## src/rtl/ps2_pkg.sv

```systemverilog
// ps2_pkg: shared FSM state type, frame constants and parity helper for the PS/2 receiver
package ps2_pkg;

    typedef enum logic [1:0] {IDLE, DATA, PARITY, STOP} ps2_rx_state_t;

    localparam int PS2_DATA_BITS  = 8;
    localparam int PS2_FRAME_BITS = 11;

    // Parity bit that makes the 8 data bits plus parity contain an odd number of ones
    function automatic logic odd_parity(input logic [PS2_DATA_BITS-1:0] b);
        return ~^b;
    endfunction

endpackage

```

## src/rtl/ps2_byte_fifo.sv

```systemverilog
// ps2_byte_fifo: first-word fall-through byte FIFO; push and pop in the same cycle both succeed even when full
module ps2_byte_fifo #(
    parameter int DEPTH = 4
) (
    input  logic                       clk,
    input  logic                       resetb,
    input  logic                       push,
    input  logic [7:0]                 din,
    input  logic                       pop,
    output logic [7:0]                 dout,
    output logic                       full,
    output logic                       empty,
    output logic [$clog2(DEPTH):0]     level
);

    localparam int AW = $clog2(DEPTH);
    localparam int LW = AW + 1;

    logic [7:0]    mem [DEPTH];
    logic [AW-1:0] wr_ptr;
    logic [AW-1:0] rd_ptr;
    logic          push_ok;
    logic          pop_ok;

    assign full    = level == LW'(DEPTH);
    assign empty   = level == '0;
    assign pop_ok  = pop && !empty;
    assign push_ok = push && (!full || pop);
    assign dout    = empty ? '0 : mem[rd_ptr];

    // Storage needs no reset: only entries between the pointers are ever read
    always_ff @(posedge clk) begin
        if (push_ok) mem[wr_ptr] <= din;
    end

    // Pointers wrap naturally at the power-of-two depth
    always_ff @(posedge clk or negedge resetb) begin
        if (!resetb) begin
            wr_ptr <= '0;
            rd_ptr <= '0;
            level  <= '0;
        end else begin
            wr_ptr <= wr_ptr + AW'(push_ok);
            rd_ptr <= rd_ptr + AW'(pop_ok);
            level  <= level + LW'(push_ok) - LW'(pop_ok);
        end
    end

endmodule

```

## src/rtl/ps2_rx.sv

```systemverilog
// ps2_rx: PS/2 device-to-host receiver with clock deglitching, frame checking and byte FIFO
// Optional PS2_RX_INHIBIT_EN adds ps2_clk_oe, which holds the PS/2 clock low while the FIFO is nearly full.
module ps2_rx
    import ps2_pkg::*;
#(
    parameter int FILTER_LEN     = 4,
    parameter int TIMEOUT_CYCLES = 50000,
    parameter int FIFO_DEPTH     = 4
) (
    input  logic                          clk,
    input  logic                          resetb,
    input  logic                          ps2_clk_i,
    input  logic                          ps2_data_i,
    output logic [7:0]                    rx_data,
    output logic                          rx_valid,
    input  logic                          rx_ready,
    output logic                          parity_err,
    output logic                          frame_err,
    output logic                          overflow,
    output logic [$clog2(FIFO_DEPTH):0]   fifo_level
`ifdef PS2_RX_INHIBIT_EN
    , output logic                        ps2_clk_oe
`endif
);

    localparam int LW = $clog2(FIFO_DEPTH) + 1;
    localparam int FW = $clog2(FILTER_LEN);
    localparam int TW = $clog2(TIMEOUT_CYCLES);

    logic                     clk_s1, clk_s2, dat_s1, dat_s2;
    logic                     filt, filt_q;
    logic [FW-1:0]            fcnt;
    logic                     fall, fall_g;
    ps2_rx_state_t            state, state_n;
    logic [2:0]               bcnt, bcnt_n;
    logic [PS2_DATA_BITS-1:0] shreg, shreg_n;
    logic                     par, par_n;
    logic [TW-1:0]            tcnt;
    logic                     timeout;
    logic                     push, perr_n, ferr_n;
    logic                     full, empty;

    // Two-flop synchronisers; idle PS/2 lines are high
    always_ff @(posedge clk or negedge resetb) begin
        if (!resetb) begin
            {clk_s1, clk_s2, dat_s1, dat_s2} <= '1;
        end else begin
            clk_s1 <= ps2_clk_i;
            clk_s2 <= clk_s1;
            dat_s1 <= ps2_data_i;
            dat_s2 <= dat_s1;
        end
    end

    // Filtered clock flips only after FILTER_LEN consecutive samples at the new level
    always_ff @(posedge clk or negedge resetb) begin
        if (!resetb) begin
            filt   <= 1'b1;
            filt_q <= 1'b1;
            fcnt   <= '0;
        end else begin
            filt_q <= filt;
            if (clk_s2 == filt) begin
                fcnt <= '0;
            end else if (fcnt == FW'(FILTER_LEN - 1)) begin
                filt <= clk_s2;
                fcnt <= '0;
            end else begin
                fcnt <= fcnt + FW'(1);
            end
        end
    end

    assign fall = filt_q & ~filt;

`ifdef PS2_RX_INHIBIT_EN
    // Inhibit only starts between frames but releases as soon as the FIFO drains below the threshold
    always_ff @(posedge clk or negedge resetb) begin
        if (!resetb) ps2_clk_oe <= 1'b0;
        else         ps2_clk_oe <= (fifo_level >= LW'(FIFO_DEPTH - 1)) && (ps2_clk_oe || state == IDLE);
    end
    assign fall_g = fall & ~ps2_clk_oe;
`else
    assign fall_g = fall;
`endif

    // Idle-time counter; a partial frame is abandoned when it saturates
    always_ff @(posedge clk or negedge resetb) begin
        if (!resetb)                           tcnt <= '0;
        else if (fall_g || state == IDLE)      tcnt <= '0;
        else if (tcnt != TW'(TIMEOUT_CYCLES - 1)) tcnt <= tcnt + TW'(1);
    end

    assign timeout = (state != IDLE) && (tcnt == TW'(TIMEOUT_CYCLES - 1));

    // Frame state, shift register and registered status pulses
    always_ff @(posedge clk or negedge resetb) begin
        if (!resetb) begin
            state      <= IDLE;
            bcnt       <= '0;
            shreg      <= '0;
            par        <= 1'b0;
            parity_err <= 1'b0;
            frame_err  <= 1'b0;
            overflow   <= 1'b0;
        end else begin
            state      <= state_n;
            bcnt       <= bcnt_n;
            shreg      <= shreg_n;
            par        <= par_n;
            parity_err <= perr_n;
            frame_err  <= ferr_n;
            overflow   <= push && full && !rx_ready;
        end
    end

    // Frame decoder: advances on filtered falls, otherwise only the timeout can move it
    always_comb begin
        state_n = state;
        bcnt_n  = bcnt;
        shreg_n = shreg;
        par_n   = par;
        push    = 1'b0;
        perr_n  = 1'b0;
        ferr_n  = 1'b0;
        if (fall_g) begin
            case (state)
                IDLE: begin
                    if (!dat_s2) begin
                        state_n = DATA;
                        bcnt_n  = '0;
                    end else begin
                        ferr_n = 1'b1;
                    end
                end
                DATA: begin
                    shreg_n = {dat_s2, shreg[PS2_DATA_BITS-1:1]};
                    bcnt_n  = bcnt + 3'd1;
                    if (bcnt == 3'(PS2_DATA_BITS - 1)) state_n = PARITY;
                end
                PARITY: begin
                    par_n   = dat_s2;
                    state_n = STOP;
                end
                STOP: begin
                    state_n = IDLE;
                    if (!dat_s2)                     ferr_n = 1'b1;
                    else if (par != odd_parity(shreg)) perr_n = 1'b1;
                    else                             push   = 1'b1;
                end
                default: state_n = IDLE;
            endcase
        end else if (timeout) begin
            state_n = IDLE;
            ferr_n  = 1'b1;
        end
    end

    ps2_byte_fifo #(.DEPTH(FIFO_DEPTH)) u_fifo (
        .clk    (clk),
        .resetb (resetb),
        .push   (push),
        .din    (shreg),
        .pop    (rx_ready),
        .dout   (rx_data),
        .full   (full),
        .empty  (empty),
        .level  (fifo_level)
    );

    assign rx_valid = ~empty;

endmodule

```

## config.mk

```make
export PLATFORM = sky130hd
export DESIGN_NAME = ps2_rx
export DESIGN_NICKNAME = d
export VERILOG_FILES = /design/src/rtl/ps2_pkg.sv /design/src/rtl/ps2_byte_fifo.sv /design/src/rtl/ps2_rx.sv
export SDC_FILE = /design/constraint.sdc
export NUM_CORES = 1
export LEC_CHECK = 0
export ABC_AREA = 1
export CORE_MARGIN = 2
export CORE_UTILIZATION = 50
export DETAILED_ROUTE_END_ITERATION = 10
export PLACE_DENSITY = 0.7
export SYNTH_ARGS = -nofsm -noshare
export SYNTH_HDL_FRONTEND = slang
export SYNTH_SLANG_ARGS = --single-unit
```

## constraint.sdc

```tcl
create_clock -name clk -period 3.73 [get_ports clk]
set_clock_uncertainty 0.05 [all_clocks]
set_input_delay 0.5595 -clock clk [delete_from_list [all_inputs] [get_ports clk]]
set_output_delay 0.5595 -clock clk [all_outputs]
set_load 0.01 [all_outputs]
```

Yosys cells after proc, flatten, opt, wreduce, memory -nomap -nowiden
Memory sizes are Yosys's and may differ from the RTL's.
Index checks and enable logic that the tools add are counted.
{"block": "classes", "n_addsub": 7, "eq_ne": 13, "n_mux": 27, "bitwise": 4, "n_reduce_logical": 22}
{"operator": "2-to-1 mux 16 bit", "n": 2}
{"operator": "adder 16 x 1 -> 16 bit, second input constant", "n": 1}
{"operator": "equality test 16 bit, second input constant", "n": 1}
{"operator": "inequality test 16 bit, second input constant", "n": 1}
{"operator": "2-to-1 mux 1 bit", "n": 14}
{"operator": "2-to-1 mux 2 bit", "n": 6}
{"operator": "2-to-1 mux 8 bit", "n": 1}
{"operator": "case mux 2 bit (4 select lines)", "n": 1}
{"operator": "nonzero test 2 bit", "n": 4}
{"operator": "XNOR reduction 8 bit", "n": 1}
{"operator": "equality test 2 bit, second input constant", "n": 3}
{"operator": "equality test 3 bit, second input constant", "n": 2}
{"operator": "inequality test 3 bit, second input constant", "n": 2}
{"operator": "case mux 3 bit (2 select lines)", "n": 1}
{"operator": "AND reduction 2 bit", "n": 3}
{"operator": "AND reduction 3 bit", "n": 2}
{"operator": "logical AND 1 bit", "n": 5}
{"operator": "adder 2 x 1 -> 2 bit", "n": 2}
{"operator": "adder 3 x 1 -> 3 bit", "n": 1}
{"operator": "adder 3 x 1 -> 3 bit, second input constant", "n": 1}
{"operator": "logical NOT 1 bit", "n": 3}
{"operator": "logical NOT 3 bit", "n": 1}
{"operator": "2-to-1 mux 3 bit", "n": 1}
{"operator": "NOT 1 bit", "n": 3}
{"operator": "other kinds (10)", "n": 11}
{"block": "word_totals", "ff_bits": 48, "ram_bits": 32, "elab_cells": 92, "memories": 1}
{"memory": "u_fifo.mem", "words": 4, "width": 8, "rd": 1, "rd_ports_with_merged_regs": 0, "wr": 1, "line": "ps2_byte_fifo.sv:19", "rtl": "logic [7:0] mem [DEPTH];"}

Logic depth before layout (Yosys ltp)
{"block": "logic_depth", "word_depth": 9, "mapped_depth": 13, "mapped_depth_nobuf": 13}

Modules after synthesis
A second synthesis with hierarchy kept.
{"block": "hier_totals", "cells_unflattened": 436, "area_unflattened_um2": 3985.1}
{"mod": "ps2_rx", "instances": 1, "cells_per_inst": 264, "area_each_um2": 2135.8}
{"mod": "ps2_byte_fifo", "instances": 1, "cells_per_inst": 172, "area_each_um2": 1849.3}

Worst setup path before layout
OpenSTA, ideal clock, no wires.
{"block": "synth_path", "kind": "reg-to-reg", "start": "register u_fifo.level[1]", "end": "register u_fifo.level[2]", "setup_ps": 123, "arrival_ps": 1992, "required_ps": 3557, "path_slack_ps": 1566, "path_stages_with_launch": 9, "path_buffers": 0, "period_less_slack_ps": 2164, "path_cell_list": "dfrtp_1 -> nor3_2 -> nor2_1 -> ha_1 -> inv_1 -> ha_1 -> inv_1 -> fa_1 -> xnor2_1"}
{"block": "synth_via", "elab_chain_cells": 6, "elab_cells_between_ends": 9, "cone_classes": "2 x add/sub; 1 x eq/ne; 6 x reduce/logical"}
{"element": "from (decl)", "line": "ps2_byte_fifo.sv:13", "rtl": "output logic [$clog2(DEPTH):0] level"}
{"element": "from (signal assigned)", "line": "ps2_byte_fifo.sv:45", "rtl": "level <= level + LW'(push_ok) - LW'(pop_ok);"}
{"element": "equality test 3 bit", "line": "ps2_byte_fifo.sv:25", "rtl": "assign full = level == LW'(DEPTH);"}
{"element": "logical NOT 1 bit", "line": "ps2_byte_fifo.sv:28", "rtl": "assign push_ok = push && (!full || pop);"}
{"element": "logical OR 1 bit", "line": "ps2_byte_fifo.sv:28"}
{"element": "logical AND 1 bit", "line": "ps2_byte_fifo.sv:28"}
{"element": "adder 3 x 1 -> 3 bit", "line": "ps2_byte_fifo.sv:45"}
{"element": "subtractor 3 x 1 -> 3 bit (*)", "line": "ps2_byte_fifo.sv:45"}
Every way passes the cells marked *; elsewhere a longest branch is shown, timed or not.
A chain may end at the register's enable or synchronous reset.

Worst setup path after layout
{"block": "layout_path", "start": "register u_fifo.rd_ptr[0]", "end": "output port rx_data[5]"}
{"block": "layout_via", "elab_chain_cells": 2}
{"element": "from (decl)", "line": "ps2_byte_fifo.sv:21", "rtl": "logic [AW-1:0] rd_ptr;"}
{"element": "from (signal assigned)", "line": "ps2_byte_fifo.sv:44", "rtl": "rd_ptr <= rd_ptr + AW'(pop_ok);"}
{"element": "memory read (4 x 8 bit)"}
{"element": "2-to-1 mux 8 bit", "line": "ps2_byte_fifo.sv:29", "rtl": "assign dout = empty ? '0 : mem[rd_ptr];"}
{"element": "to (decl)", "line": "ps2_rx.sv:14", "rtl": "output logic [7:0] rx_data,"}
No other way between the ends.

==> results.sh <==
export IMPL_area_growth_pct=13.12
export IMPL_synthFlopType="dfrtp_1"
export IMPL_cts_sinks=80
export IMPL_min_to="dat_s2"
export IMPL_hold_buffers=0
export IMPL_max_freq_ghz=0.3603
export IMPL_critical_path_max_fanout=18
export IMPL_drive_above_1_share=0.08209
export IMPL_r2r_cells=8
export IMPL_cts_clk_slew_worst_paths_ns=0.08
export IMPL_hold_violations=0
export IMPL_wire_per_inst_um=12.71
export IMPL_post_cts_setup_buffer_count=0
export IMPL_wl_um=6367
export IMPL_track_usage=0.1799
export IMPL_reg2reg_to="u_fifo.level[2]"
export IMPL_powerDensity_nw_per_um2=628.5
export IMPL_fin_ws_ns=0.9542
export IMPL_rsz0062_at_grt="false"
export IMPL_hold_path_class="flip-flop to flip-flop"
export IMPL_path_class="flip-flop to output pin"
export IMPL_grt_first_pass_wirelength_um=10740
export IMPL_synth_avg_cell_area_um2=9.738
export IMPL_synth_nets=391
export IMPL_worstMarginPinSlew_ns=1.022
export IMPL_cp_required_ns=3.12
export IMPL_netlist_area_um2=3632
export IMPL_synth_cell_type_count=30
export IMPL_cp_end_kind="output pin"
export IMPL_drc_errors=0
export IMPL_reg2reg_from="u_fifo.level[1]"
export IMPL_die_w_um=89.23
export IMPL_min_from="dat_s1"
export IMPL_synth_edff_count=32
export IMPL_antenna_left=0
export IMPL_numCtsBuffers=9
export IMPL_hpwl_um=4366
export IMPL_fin_crit_ns=2.776
export IMPL_ctsResizeCount=0
export IMPL_ys_seq_area_frac=0.5973
export IMPL_fin_tns_setup_ns=0
export IMPL_fp_coreArea_um2=7137
export IMPL_hold_depth=0
export IMPL_async_flop_share=0.6000
export IMPL_grt_pass1_vias=2343
export IMPL_cts_path_max_buffers=2
export IMPL_finalSetupViolations=0
export IMPL_status="finished clean"
export IMPL_start_kind="flip-flop"
export IMPL_slew_violations=0
export IMPL_num_antenna_cells=0
export IMPL_core_rowCount=31
export IMPL_chipHeight_um=89.23
export IMPL_syn_inst=373
export IMPL_arrival_ns=2.17
export IMPL_yosys_warnings=0
export IMPL_ir_drop_v=0.0002825
export IMPL_start_util=0.5089
export IMPL_routed_via_count=2529
export IMPL_cts_tree="yes"
export IMPL_fin_area_um2=4109
export IMPL_placed_area_um2=3913
export IMPL_floorplan_die_area_um2=7962
export IMPL_fin_crit_sh=0.7442
export IMPL_drt_iter0_drc=159
export IMPL_grt_max_degree=49
export IMPL_ys_ff_latch=80
export IMPL_clock_root_buffer="clkbuf_8"
export IMPL_io_buffers=19
export IMPL_max_slew_margin_rel=0.3189
export IMPL_antenna_found_initial=0
export IMPL_insertion_delay_ns=0.35
export IMPL_h_tree_depth=3
export IMPL_first_pass_iters=4
export IMPL_drv_cap=0
export IMPL_dp_slack_ns=1.207
export IMPL_gr_total_overflow=0
export IMPL_reg2reg_slack_ns=1.27
export IMPL_power_leakage_nw=1.782
export IMPL_nNetsFinal=415
export IMPL_place_congestion=0.7577
export IMPL_pin_count=20
export IMPL_vias_per_cell=5.048
export IMPL_nFillCells=620
==> logic make-up (layout without fill, tap and decap cells) <==
group | Yosys count | after routing | synth area share
and+or+nand+nor | 155 | 155 | 0.1864
AOI/OAI and AO/OA | 63 | 63 | 0.09129
buffers and inverters | 53 | 82 | 0.05649
DFF | 80 | 80 | 0.5973
xor gates and xnor gates | 9 | 9 | 0.02170
adders and majority gates | 13 | 13 | 0.04685
==> cell usage in the layout, fill, tap and decap left out, types with 4 or more instances in the layout <==
cell type        count
clkbuf_8             9
edfxtp_1            32
a21oi_1             17
o21ai_0             40
dfrtp_1             42
xnor2_1              5
xor2_1               4
nand2_1             61
dfstp_2              6
nand3_1             17
nor2_1              60
inv_1               46
ha_1                12
clkdlybuf4s50_1     18
==> metrics by stage <==
| stage | utilization | cells | power [mW] | hold WS (ns) |
|---|---|---|---|---|
| global placement | 0.5482 | 485 | 1.962 | 0.2958 |
| floorplan | - | 373 | 1.674 | 0.2139 |
| finish | 0.5757 | 501 | 2.583 | 0.3075 |
| CTS | 0.5757 | 501 | 2.614 | 0.3092 |
| detailed placement | 0.5482 | 485 | 1.988 | 0.2970 |
| global route | 0.5757 | 501 | 2.775 | 0.3144 |
==> report_power, final <==
part | internal, mW | switching (mW)
Sequential | 1.03 | 0.134
Combinational | 0.371 | 0.433
Clock | 0.308 | 0.308
Total | 1.71 | 0.875
==> synth_stat cells (all sizes together), types with 5 or more instances <==
cell / count / share of area
ha: 12 / 0.041
edfxtp: 32 / 0.26
dfstp: 6 / 0.043
a21oi: 17 / 0.023
o21ai: 40 / 0.055
dfrtp: 42 / 0.29
nor3: 6 / 0.016
nor2: 63 / 0.067
nand3: 17 / 0.023
xnor2: 5 / 0.012
buf: 5 / 0.0069
nand2: 64 / 0.070
inv: 47 / 0.049
==> how the worst max path moves through the flow <==
| stage | start | to | slack, ns | cells past startpoint |
|---|---|---|---|---|
| CTS | u_fifo.rd_ptr[0] | rx_data[5] | 0.96 | 4 |
| floorplan | u_fifo.level[1] | u_fifo.level[2] | 1.57 | 8 |
| global placement | rx_ready | u_fifo.mem[3][4] | 1.29 | 5 |
| detailed placement | u_fifo.level[1] | u_fifo.level[2] | 1.21 | 8 |
| finish | u_fifo.rd_ptr[0] | rx_data[5] | 0.95 | 4 |
| global route | u_fifo.rd_ptr[0] | rx_data[5] | 0.82 | 4 |
==> per-layer routing <==
layer / share of wire / global-route usage / wire (um)
met3: 0.035 / 0.04709 / 220
met5: 0 / 0 / 0
met4: 0.017 / 0.07327 / 107
met2: 0.46 / 0.2741 / 2905
met1: 0.49 / 0.2474 / 3134
==> registers in the layout (all words and copies together), names as in the netlist, 2 cells and up <==
signal	flops
u_fifo.mem	32
tcnt	16
shreg	8
bcnt	3
u_fifo.level	3
fcnt	2
state	2
u_fifo.rd_ptr	2
u_fifo.wr_ptr	2
==> cell type report <==
class | count | area [um2] | share of cell area
sequential | 80 | 2170 | 0.5280
multi-input combinational | 240 | 1257 | 0.3060
timing repair buffer | 19 | 185.2 | 0.04507
inverter | 47 | 176.4 | 0.04294
clock buffer | 9 | 123.9 | 0.03015
tap | 99 | 123.9 | 0.03015
clock inverter | 7 | 72.57 | 0.01766
==> worst max-delay path: stages (launching register included) <==
cell and delay, ns:
dfrtp_1 0.71, inv_2 0.24, o21ai_0 0.26, a21oi_1 0.10, clkdlybuf4s50_1 0.51
Note: power is estimated with default switching activity, not from simulation.
